<file path="src/rtl/shift_add_mult_ctrl_pkg.sv">
// Shared encodings and sizes for the shift-and-add multiply controller.
// FSM state type, operand width and last-iteration index.
package shift_add_mult_ctrl_pkg;

  localparam int MUL_WIDTH = 8;
  localparam logic [3:0] MUL_ITER_LAST = 4'd7;

  typedef enum logic [1:0] {
    IDLE = 2'd0,
    RUN  = 2'd1,
    DONE = 2'd2
  } state_e;

endpackage

</file>
<file path="src/rtl/fulladder_8bit.sv">
// 8-bit ripple-style adder: {cout_o,sum_o} = a_i + b_i + c_i.
// Ports: a_i/b_i operands, c_i carry in, sum_o sum, cout_o carry out.
module fulladder_8bit (
  input  logic [7:0] a_i,
  input  logic [7:0] b_i,
  input  logic       c_i,
  output logic [7:0] sum_o,
  output logic       cout_o
);

  assign {cout_o, sum_o} = {1'b0, a_i} + {1'b0, b_i} + {8'd0, c_i};

endmodule

</file>
<file path="src/rtl/shift_add_mult_ctrl.sv">
// Multi-cycle unsigned 8x8->16 shift-and-add multiplier over one fulladder_8bit.
// Ports: clk, rst_n (async low), start/a/b request, busy, done strobe, product.
// Optional EARLY_TERM_EN: finish as soon as no multiplier bits remain set.
module shift_add_mult_ctrl
  import shift_add_mult_ctrl_pkg::*;
#(
  parameter int WIDTH = 8
) (
  input  logic               clk,
  input  logic               rst_n,
  input  logic               start,
  input  logic [WIDTH-1:0]   a,
  input  logic [WIDTH-1:0]   b,
  output logic               busy,
  output logic               done,
  output logic [2*WIDTH-1:0] product
);

  if (WIDTH != MUL_WIDTH) begin : g_width_err
    $error("shift_add_mult_ctrl: WIDTH must equal 8");
  end

  state_e state_q, state_d;

  logic [WIDTH-1:0]   m_q, m_d;
  logic [WIDTH-1:0]   acc_q, acc_d;
  logic [WIDTH-1:0]   pl_q, pl_d;
  logic [WIDTH-1:0]   mr_q, mr_d;
  logic [3:0]         cnt_q, cnt_d;
  logic [2*WIDTH-1:0] prod_q, prod_d;

  logic [WIDTH-1:0]   add_y;
  logic [WIDTH-1:0]   add_sum;
  logic               add_cout;
  logic [2*WIDTH-1:0] sh;

  assign add_y = mr_q[0] ? m_q : '0;

  fulladder_8bit u_add (
    .a_i    (acc_q),
    .b_i    (add_y),
    .c_i    (1'b0),
    .sum_o  (add_sum),
    .cout_o (add_cout)
  );

  always_comb begin
    state_d = state_q;
    m_d     = m_q;
    acc_d   = acc_q;
    pl_d    = pl_q;
    mr_d    = mr_q;
    cnt_d   = cnt_q;
    prod_d  = prod_q;
    // cout lands in the ACC MSB so no carry is lost.
    sh      = {add_cout, add_sum, pl_q[WIDTH-1:1]};
    unique case (state_q)
      IDLE: begin
        if (start) begin
          m_d     = a;
          mr_d    = b;
          acc_d   = '0;
          pl_d    = '0;
          cnt_d   = '0;
          state_d = RUN;
        end
      end
      RUN: begin
        mr_d  = mr_q >> 1;
        cnt_d = cnt_q + 4'd1;
`ifdef EARLY_TERM_EN
        // Remaining iterations would only add zero and shift.
        if (mr_d == '0) begin
          sh      = sh >> (MUL_ITER_LAST - cnt_q);
          state_d = DONE;
          prod_d  = sh;
        end
`endif
        if (cnt_q == MUL_ITER_LAST) begin
          state_d = DONE;
          prod_d  = sh;
        end
        acc_d = sh[2*WIDTH-1:WIDTH];
        pl_d  = sh[WIDTH-1:0];
      end
      DONE: begin
        state_d = IDLE;
      end
      default: begin
        state_d = IDLE;
      end
    endcase
  end

  always_ff @(posedge clk or negedge rst_n) begin
    if (!rst_n) begin
      state_q <= IDLE;
      m_q     <= '0;
      acc_q   <= '0;
      pl_q    <= '0;
      mr_q    <= '0;
      cnt_q   <= '0;
      prod_q  <= '0;
    end else begin
      state_q <= state_d;
      m_q     <= m_d;
      acc_q   <= acc_d;
      pl_q    <= pl_d;
      mr_q    <= mr_d;
      cnt_q   <= cnt_d;
      prod_q  <= prod_d;
    end
  end

  assign busy    = (state_q != IDLE);
  assign done    = (state_q == DONE);
  assign product = prod_q;

endmodule

</file>
<file path="config.mk">
export PLATFORM = sky130hd
export DESIGN_NAME = shift_add_mult_ctrl
export DESIGN_NICKNAME = d
export VERILOG_FILES = /design/src/rtl/shift_add_mult_ctrl_pkg.sv /design/src/rtl/fulladder_8bit.sv /design/src/rtl/shift_add_mult_ctrl.sv
export SDC_FILE = /design/constraint.sdc
export NUM_CORES = 1
export LEC_CHECK = 0
export ABC_CLOCK_PERIOD_IN_PS = 2900
export CELL_PAD_IN_SITES_DETAIL_PLACEMENT = 0
export CELL_PAD_IN_SITES_GLOBAL_PLACEMENT = 1
export CORE_ASPECT_RATIO = 1.1
export CORE_MARGIN = 4
export CORE_UTILIZATION = 25
export DETAILED_ROUTE_END_ITERATION = 16
export PLACE_DENSITY = 0.56
export SYNTH_ARGS = -nofsm -noshare
export SYNTH_HDL_FRONTEND = slang
export SYNTH_SLANG_ARGS = --single-unit
</file>
<file path="constraint.sdc">
create_clock -name clk -period 2.9 [get_ports clk]
set_input_delay 0.58 -clock clk [delete_from_list [all_inputs] [get_ports clk]]
set_output_delay 0.58 -clock clk [all_outputs]
set_load 0.01 [all_outputs]
</file>
==> results.py <==
metrics = {
    "synthesis": {
        "synth-seq-area-share": 0.534,
        "synth_cell_type_count": 34,
        "syn-num-nets": 300,
        "avgSynthCellArea_um2": 9.16,
        "ys_ff_latch": 53,
        "ys_warn_count": 0,
        "synth_edf_count": 0,
        "async_flop_share": 1.00,
        "netlist_area_um2": 2480,
        "ys.flop_type": "dfrtp_1",
        "syn_inst": 271,
    },
    "timing": {
        "setup_slack_ns": 0.643,
        "fin_skew_ns": 0.00513,
        "min_period_over_period": 0.778,
        "timing.final.hold_violations": 0,
        "slew_viol_final": 0,
        "slew-limit-headroom": 0.573,
        "fmax_mhz": 443,
        "finalSetupViolCount": 0,
        "worst_pin_slew_ns": 0.639,
        "setup-tns-final_ns": 0,
        "fin_crit_ns": 2.26,
        "grt_setup_unrepaired": "no",
    },
    "routing": {
        "via_per_inst": 4.50,
        "vias": 1912,
        "drt-total-wl_um": 5810,
        "drtIter0Drc": 114,
        "route.detailed.drc": 0,
        "drtAntennaViolNets": 0,
        "firstDrtPassIters": 4,
        "drt-wirelength-per-cell_um": 13.7,
    },
    "worst_setup_path": {
        "cpPeakStageDelay_ns": 0.45,
        "cp_num_buf_inv": 0,
        "crit_chain": "and2_1, ha_1, fa_1, a211oi_1, o21bai_1, a211oi_1, o31ai_1",
        "r2r-start": "mr_q[0]",
        "rr_worst_depth": 7,
        "start_kind": "register",
        "cp-end-kind": "register",
        "worstPathRequired_ns": 3.10,
        "criticalPathCategory": "register to register",
        "r2r-end": "product[13]",
        "path_max_fanout": 9,
        "r2r_slack_ns": 0.64,
        "critPathTopFamily": "compound AO/OA/AOI/OAI gates",
        "crit_top_cell": "a211oi_1",
        "crit_path_top_delay_cell": "dfrtp_1",
        "cp.arrival_ns": 2.45,
    },
    "placement": {
        "port_buffers": 36,
        "gp_congestion": 0.745,
        "dpl_worst_slack_ns": 0.623,
        "dp_hpwl_um": 4130,
        "place_area_um2": 2970,
        "dp_cells": 417,
    },
    "clocking": {
        "clk_pin_slew_ns": 0.10,
        "cts_resized": 0,
        "root_buffer": "clkbuf_8",
        "hold_buffers": 0,
        "clock_path_buffers": 2,
        "cts_buffers": 5,
        "clkSinkCount": 53,
        "htreeDepth": 2,
        "postCtsSetupBuffers": 0,
        "cts_tree": "built",
        "clock_latency_ns": 0.31,
    },
    "floorplan": {
        "die_height_um": 113,
        "coreArea_um2": 9540,
        "start_util": 0.260,
        "dieArea_um2": 11600,
        "io_pins": 37,
        "die_w_um": 103,
        "placementRows": 37,
    },
    "cells_and_area": {
        "antenna_cells": 0,
        "nNetsFinal": 336,
        "area_growth_syn_to_layout_pct": 25.1,
        "instances_no_fill": 425,
        "fill_cells": 1011,
        "fin_area_um2": 3100,
        "drive_gt1_frac": 0.0584,
    },
    "power": {
        "irDropWorstVdd_mv": 0.252,
        "pwr-share-comb": 0.418,
        "pwr-share-clk": 0.188,
        "internal_power_w": 0.00199,
        "switching_share": 0.373,
        "p_seq_frac": 0.394,
        "p_leak_nw": 1.45,
        "power_density_nw_per_um2": 1020,
        "p_sw_w": 0.00118,
    },
    "global_routing": {
        "grt_usage": 0.112,
        "grt_pass1_vias": 2101,
        "grt_pass1_wl_um": 10300,
        "grt-ovfl-total": 0,
        "grt_max_degree": 27,
        "antenna_found_initial": 0,
    },
    "run_status": {
        "status": "finished clean",
    },
    "job": {
        "maxCapViolations": 0,
    },
    "hold_path": {
        "min_path_type": "input pin to async pin",
    },
}
==> per-stage QoR <==
stage          total power, W  utilization  hold WS, ns
2_1_floorplan         0.00210            -        0.284
3_3_place_gp          0.00261        0.311        0.458
3_5_place_dp          0.00262        0.311        0.459
4_1_cts               0.00323        0.326        0.208
5_1_grt               0.00348        0.326        0.227
6_report              0.00317        0.326        0.206
==> sequential cells by signal, indices dropped and copies added, names as in the netlist <==
name / flops
cnt_q: 4
mr_q: 8
product: 16
pl_q: 7
acc_q: 8
m_q: 8
state_q: 2
==> power by group through the flow <==
| stage | Combinational, W | Clock, W | Sequential [W] |
|---|---|---|---|
| 2_1_floorplan | 0.000827 | 0 | 0.00127 |
| 3_3_place_gp | 0.00134 | 0 | 0.00126 |
| 3_5_place_dp | 0.00135 | 0 | 0.00127 |
| 4_1_cts | 0.00135 | 0.000620 | 0.00125 |
| 5_1_grt | 0.00153 | 0.000646 | 0.00130 |
| 6_report | 0.00133 | 0.000596 | 0.00125 |
==> layout make-up <==
cell class	count	area (um^2)	area share
well taps	117	146	0.0472
inverters	2	7.51	0.00242
flip-flops and latches	53	1330	0.427
clock inverters	3	65.1	0.0210
clock buffers	5	68.8	0.0222
repair buffers	42	400	0.129
multi-input cells	203	1090	0.351
==> how the worst max path moves through the flow <==
stage            start     endpoint  slack, ns  cells after the start
6_report       mr_q[0]  product[13]       0.64                      7
3_3_place_gp   mr_q[0]  product[13]       0.68                      7
2_1_floorplan  mr_q[0]     acc_q[5]       0.85                      7
4_1_cts        mr_q[0]  product[13]       0.62                      7
5_1_grt        mr_q[0]     acc_q[5]       0.49                      7
3_5_place_dp   mr_q[0]     acc_q[5]       0.62                      7
==> worst reg2reg max path: cells and delay by family (launching register included) <==
kind / cells / cell delay, ns
adder cells (fa/ha/maj): 2 / 0.65
AND/OR/NAND/NOR: 1 / 0.17
AO/OA/AOI/OAI: 4 / 0.89
flip-flops: 1 / 0.45
==> layout by cell type (no fill, tap or decap) <==
cell type,synthesis,routed
nor2b_1,2,2
nand2b_1,1,1
dfrtp_1,53,53
or4_1,3,3
xor2_1,2,2
clkbuf_8,0,5
a22oi_1,7,7
a21oi_1,4,4
nand3b_1,1,1
nand4_1,1,1
clkinv_2,0,1
o211ai_2,1,1
xnor2_1,1,1
a21o_1,2,2
nand3_1,10,10
nor2_1,7,7
or4_4,1,1
o211ai_1,4,4
o31ai_1,2,2
inv_1,2,2
or2_1,1,1
o21a_1,3,3
bufinv_16,0,2
mux2i_1,1,1
a211oi_1,3,3
ha_1,9,9
buf_2,2,1
o21bai_1,1,1
fa_1,1,1
o211a_1,1,1
and2_1,9,9
nand2_1,100,100
buf_4,0,6
clkdlybuf4s50_1,0,35
o21ai_1,1,1
o21ai_0,23,23
nor3b_2,1,1
==> kinds of logic after synthesis <==
family / count (synthesis) / share of synthesized area
AND/OR/NAND/NOR: 137 / 0.239
flip-flops: 53 / 0.534
AO/OA/AOI/OAI: 52 / 0.132
buffers and inverters: 15 / 0.0267
adder cells (fa/ha/maj): 10 / 0.0534
XOR/XNOR: 3 / 0.0106
multiplexers: 1 / 0.00403
==> synth_stat cells (2+ instances only) <==
cell type | number | area, um^2
nand2_1 | 100 | 375
dfrtp_1 | 53 | 1330
o21ai_0 | 23 | 115
clkbuf_1 | 10 | 37.5
nand3_1 | 10 | 50.1
and2_1 | 9 | 56.3
ha_1 | 9 | 113
a22oi_1 | 7 | 52.6
nor2_1 | 7 | 26.3
a21oi_1 | 4 | 20.0
o211ai_1 | 4 | 30.0
a211oi_1 | 3 | 22.5
o21a_1 | 3 | 22.5
or4_1 | 3 | 22.5
a21o_1 | 2 | 15.0
buf_2 | 2 | 10.0
inv_1 | 2 | 7.51
nor2b_1 | 2 | 12.5
o31ai_1 | 2 | 15.0
xor2_1 | 2 | 17.5
==> metal layers <==
| metal | vias to the layer above | GRT usage | routed length [um] |
|---|---|---|---|
| met1 | 895 | 0.145 | 2800 |
| met4 | 0 | 0.0449 | 132 |
| met5 | - | 0 | 0 |
| li1 | 981 | - | - |
| met2 | 28 | 0.178 | 2720 |
| met3 | 8 | 0.0236 | 159 |
Power figures use the tool's default switching activity.
==> RTL edit 1 (config.mk and constraints unchanged) <==
Add a define of `EARLY_TERM_EN`.
--- a/src/rtl/shift_add_mult_ctrl.sv
+++ b/src/rtl/shift_add_mult_ctrl.sv
@@ -1,6 +1,8 @@
 // Multi-cycle unsigned 8x8->16 shift-and-add multiplier over one fulladder_8bit.
 // Ports: clk, rst_n (async low), start/a/b request, busy, done strobe, product.
 // Optional EARLY_TERM_EN: finish as soon as no multiplier bits remain set.
+`define EARLY_TERM_EN
+
 module shift_add_mult_ctrl
   import shift_add_mult_ctrl_pkg::*;
 #(
Formal check against the unedited RTL: not equivalent (a bounded check fails within 4 cycles, from zero or initial values and one cycle with rst_n low).
==> RTL edit 1 against the unedited design <==
Sequential cell count did not move. Final area rose by 40%. Synthesized area rose by 42%. Sequential share of layout area fell by 12 points. Setup slack got worse by 0.44 ns. Routed wire length rose by 100%. Total power rose by 95%. Via count rose by 69%. Non-clock buffer count rose by 15. Critical path type unchanged. Critical endpoint is now acc_q[1].
==> RTL edit 1: results <==
set metrics [dict create \
    worst_clock_skew_ns 0.00686 \
    cts_buffers 5 \
    grt_max_degree 54 \
    grt_first_pass_wirelength_mm 18.9 \
    drive_gt1_share_pct 13.7 \
    cap_viol_max_count 0 \
    status "finished clean" \
    port_buffers 36 \
    finalNetCount 482 \
    antenna_found_initial 0 \
    dpl.hpwl_mm 8.60 \
    drtPass1Iterations 4 \
    synth.distinct_cells 67 \
    postCtsSetupBuffers 0 \
    via_count 3231 \
    gp_congestion 0.858 \
    drt-wirelength-per-cell_um 18.1 \
    cellLeakagePower_nw 1.78 \
    fillerInstances 1547 \
    die-width_um 121 \
    synth_seq_area_share_pct 37.5 \
    synth_area_leaders "dfrtp_1 (38%), nand2_1 (9.0%), nor2_1 (3.7%), o21ai_0 (3.4%), a31oi_1 (3.2%)" \
    drt_iter0_markers 187 \
    synth_common_cells "nand2_1 (85), dfrtp_1 (53), nor2_1 (35), o21ai_0 (24), a21oi_1 (19)" \
    max-slew-margin-rel_pct 33.5 \
    detailed_place.area_mm2 0.00416 \
    period_needed_ns 2.70 \
    peakVddDrop_mv 0.413 \
    grtUsageTotal_pct 14.8 \
    worst_setup_hold_path_clk_slew_ns 0.07 \
    syn_nets 445 \
    first_global_vias 3341 \
    root_buffer "clkbuf_16" \
    p_per_area_mw_per_mm2 1420 \
]
-- RTL edit 1: power breakdown --
part | leakage, nW | internal (mW) | switching, mW
clock | 0.0706 | 0.319 | 0.288
combinational | 1.06 | 1.75 | 2.40
sequential | 0.652 | 1.09 | 0.331
total | 1.78 | 3.16 | 3.02
-- RTL edit 1: worst max-delay path: stages, from the launching register on --
cell and delay [ns]:
dfrtp_2 0.44, and2_1 0.15, ha_1 0.22, fa_2 0.40
a21oi_1 0.23, or3_4 0.18, nand3_2 0.15, nor2_1 0.16
a211oi_2 0.08, o31a_1 0.30, a221o_1 0.28
-- RTL edit 1: area by class of cell --
type                            instances  share of cell area [%]
Tap cell                              188                    5.41
Clock inverter                          2                   0.230
Clock buffer                            6                    2.96
Multi-Input combinational cell        329                    48.5
Inverter                                7                   0.604
Timing Repair Buffer                   57                    11.8
Sequential cell                        53                    30.5
-- RTL edit 1: logic make-up after synthesis --
kind of cell	after synthesis	synth area share [%]
and+or+nand+nor	162	20.4
AOI/OAI and AO/OA	139	28.0
DFF	53	37.5
buffers and inverters	34	4.28
muxes	12	3.79
adders and majority gates	10	3.75
xor gates and xnor gates	6	2.23
-- RTL edit 1: through the flow --
stage	std cells	setup WS, ns	hold WS [ns]	power, mW
CTS	642	0.0897	0.463	6.09
global route	642	0.00763	0.503	6.71
global placement	634	0.197	0.460	5.46
finish	642	0.202	0.400	6.18
detailed placement	634	0.139	0.462	5.45
floorplan	416	0.447	0.284	4.17
-- RTL edit 1: worst paths after layout --
check / from / end / slack, ns / cells past startpoint
setup / recovery: mr_q[0] / acc_q[1] / 0.20 / 10
hold / removal: rst_n / mr_q[4] / 0.40 / 2
setup reg to reg: mr_q[0] / acc_q[1] / 0.20 / 10
hold reg to reg: m_q[4] / m_q[4] / 0.47 / 2
max in group asynchronous: rst_n / mr_q[0] / 2.00 / 2
min in group clk: m_q[4] / m_q[4] / 0.47 / 2
-- RTL edit 1: routing by layer --
layer,track usage (%),wire (um),vias up
met5,0,0,-
met4,4.67,308,0
met3,1.71,509,19
met2,24.7,5740,74
met1,19.9,5090,1554
li1,-,-,1584
==> RTL edit 2 (config.mk and constraints unchanged) <==
Without the edit above. Encoding of `state_e`: now one-hot (3 bits for 3 states).
--- a/src/rtl/shift_add_mult_ctrl_pkg.sv
+++ b/src/rtl/shift_add_mult_ctrl_pkg.sv
@@ -5,10 +5,10 @@
   localparam int MUL_WIDTH = 8;
   localparam logic [3:0] MUL_ITER_LAST = 4'd7;
 
-  typedef enum logic [1:0] {
-    IDLE = 2'd0,
-    RUN  = 2'd1,
-    DONE = 2'd2
+  typedef enum logic [2:0] {
+    IDLE = 3'b001,
+    RUN  = 3'b010,
+    DONE = 3'b100
   } state_e;
 
 endpackage
Check against the original RTL: no difference found for any inputs over 4 cycles, from zero or initial values and one cycle with rst_n low; so few cycles prove little.
==> RTL edit 2 against the unedited design <==
Clock power shrank 15%. Final area shrank 1.1%. Count of clock-buffer cells in the layout is the same. Synthesized cell count shrank 19%. Total power shrank 22%. Critical path depth shrank 5. Setup slack lost 0.16 ns. Die area shrank 0.38%. Sequential cell count grew 1. Synthesized area shrank 0.40%. Global-route usage shrank 1.5 points. Routed wire length shrank 8.2%. Sequential power shrank 14%.
==> RTL edit 2: results <==
set metrics [dict create \
    status "finished clean" \
    synth.distinct_cells 41 \
    synth_seq_area_share_pct 54.7 \
    fillerInstances 981 \
    cellLeakagePower_nw 1.42 \
    drt_iter0_markers 35 \
    worstPathArrival_ns 1.84 \
    critPathTopFamily "flip-flops" \
    dpl.hpwl_mm 3.75 \
    max-slew-margin-rel_pct 48.7 \
    detailed_place.area_mm2 0.00296 \
    gp_congestion 0.794 \
    grtUsageTotal_pct 9.70 \
    grt_first_pass_wirelength_mm 8.90 \
    drive_gt1_share_pct 10.8 \
    cp_slowest_cell "dfstp_2" \
    critical_path.max_fanout 5 \
    syn_nets 249 \
    slowest_delay_ns 0.57 \
    routed_wirelength_mm 5.34 \
    peakVddDrop_mv 0.305 \
    via_count 1674 \
    synth_area_leaders "dfrtp_1 (54%), nand2_1 (6.8%), ha_1 (4.6%), mux2_2 (4.6%), a22o_1 (3.9%)" \
    startpoint "state_q[0]" \
    worst_clock_skew_ns 0.0105 \
    finalNetCount 287 \
    grt_max_degree 34 \
    port_buffers 36 \
]
[RTL edit 2: cell types whose count changed after synthesis, moves of 4 or more]
cell	change
a22o_1	+11
clkbuf_1	-5
o21ai_0	-10
a22oi_1	-6
nor2_1	-4
nand2_1	-55
mux2i_1	+8
nand3_1	-8
mux2_2	+10
[RTL edit 2: per-layer routing]
| layer | track usage, % | vias to the layer above | part of all wire (%) |
|---|---|---|---|
| li1 | - | 845 | - |
| met1 | 13.5 | 793 | 49 |
| met2 | 15.0 | 30 | 45 |
| met3 | 2.55 | 6 | 4.6 |
| met4 | 2.33 | 0 | 1.1 |
| met5 | 0 | - | 0 |
[RTL edit 2: cell type report]
| class | count | area, um2 | share of cell area, % |
|---|---|---|---|
| Multi-Input combinational cell | 152 | 1040 | 33.9 |
| Tap cell | 117 | 146 | 4.77 |
| Clock buffer | 5 | 68.8 | 2.24 |
| Sequential cell | 54 | 1350 | 44.1 |
| Timing Repair Buffer | 41 | 405 | 13.2 |
| Clock inverter | 3 | 40.0 | 1.30 |
| Inverter | 4 | 15.0 | 0.489 |
[RTL edit 2: power breakdown]
part	switching [mW]	internal, mW	leakage (nW)
Sequential	0.126	0.951	0.712
Combinational	0.476	0.420	0.653
Clock	0.252	0.255	0.0579
Total	0.854	1.63	1.42
[RTL edit 2: final timing paths]
check                               to  cells past startpoint  slack (ns)
max                               busy                      2        0.48
min                         product[1]                      1        0.34
max reg2reg                product[13]                      7        0.58
min reg2reg                 product[6]                      2        0.48
max in group asynchronous       m_q[6]                      2        1.87
min in group clk            product[6]                      2        0.48
[RTL edit 2: stage by stage]
| stage | std cells | hold WS [ns] | power (mW) | utilization (%) |
|---|---|---|---|---|
| 6_report | 376 | 0.335 | 2.48 | 32.4 |
| 5_1_grt | 376 | 0.378 | 2.69 | 32.4 |
| 3_3_place_gp | 368 | 0.457 | 2.00 | 31.2 |
| 2_1_floorplan | 220 | 0.284 | 1.73 | - |
| 4_1_cts | 376 | 0.354 | 2.53 | 32.4 |
| 3_5_place_dp | 368 | 0.464 | 2.00 | 31.2 |
[RTL edit 2: logic make-up after synthesis]
logic type      synth area share (%)
flops                           54.7
mux                             8.20
buf+inv                         3.14
xor+xnor                        1.77
compound gates                  13.5
simple gates                    13.4
fa+ha+maj                       5.36
[RTL edit 2: worst register-to-register path, cell delays in order (launching register included)]
cell	delay, ns
dfrtp_1	0.45
and2_1	0.17
ha_1	0.21
fa_1	0.40
a21o_1	0.21
a221oi_1	0.35
xnor2_1	0.15
mux2_2	0.28
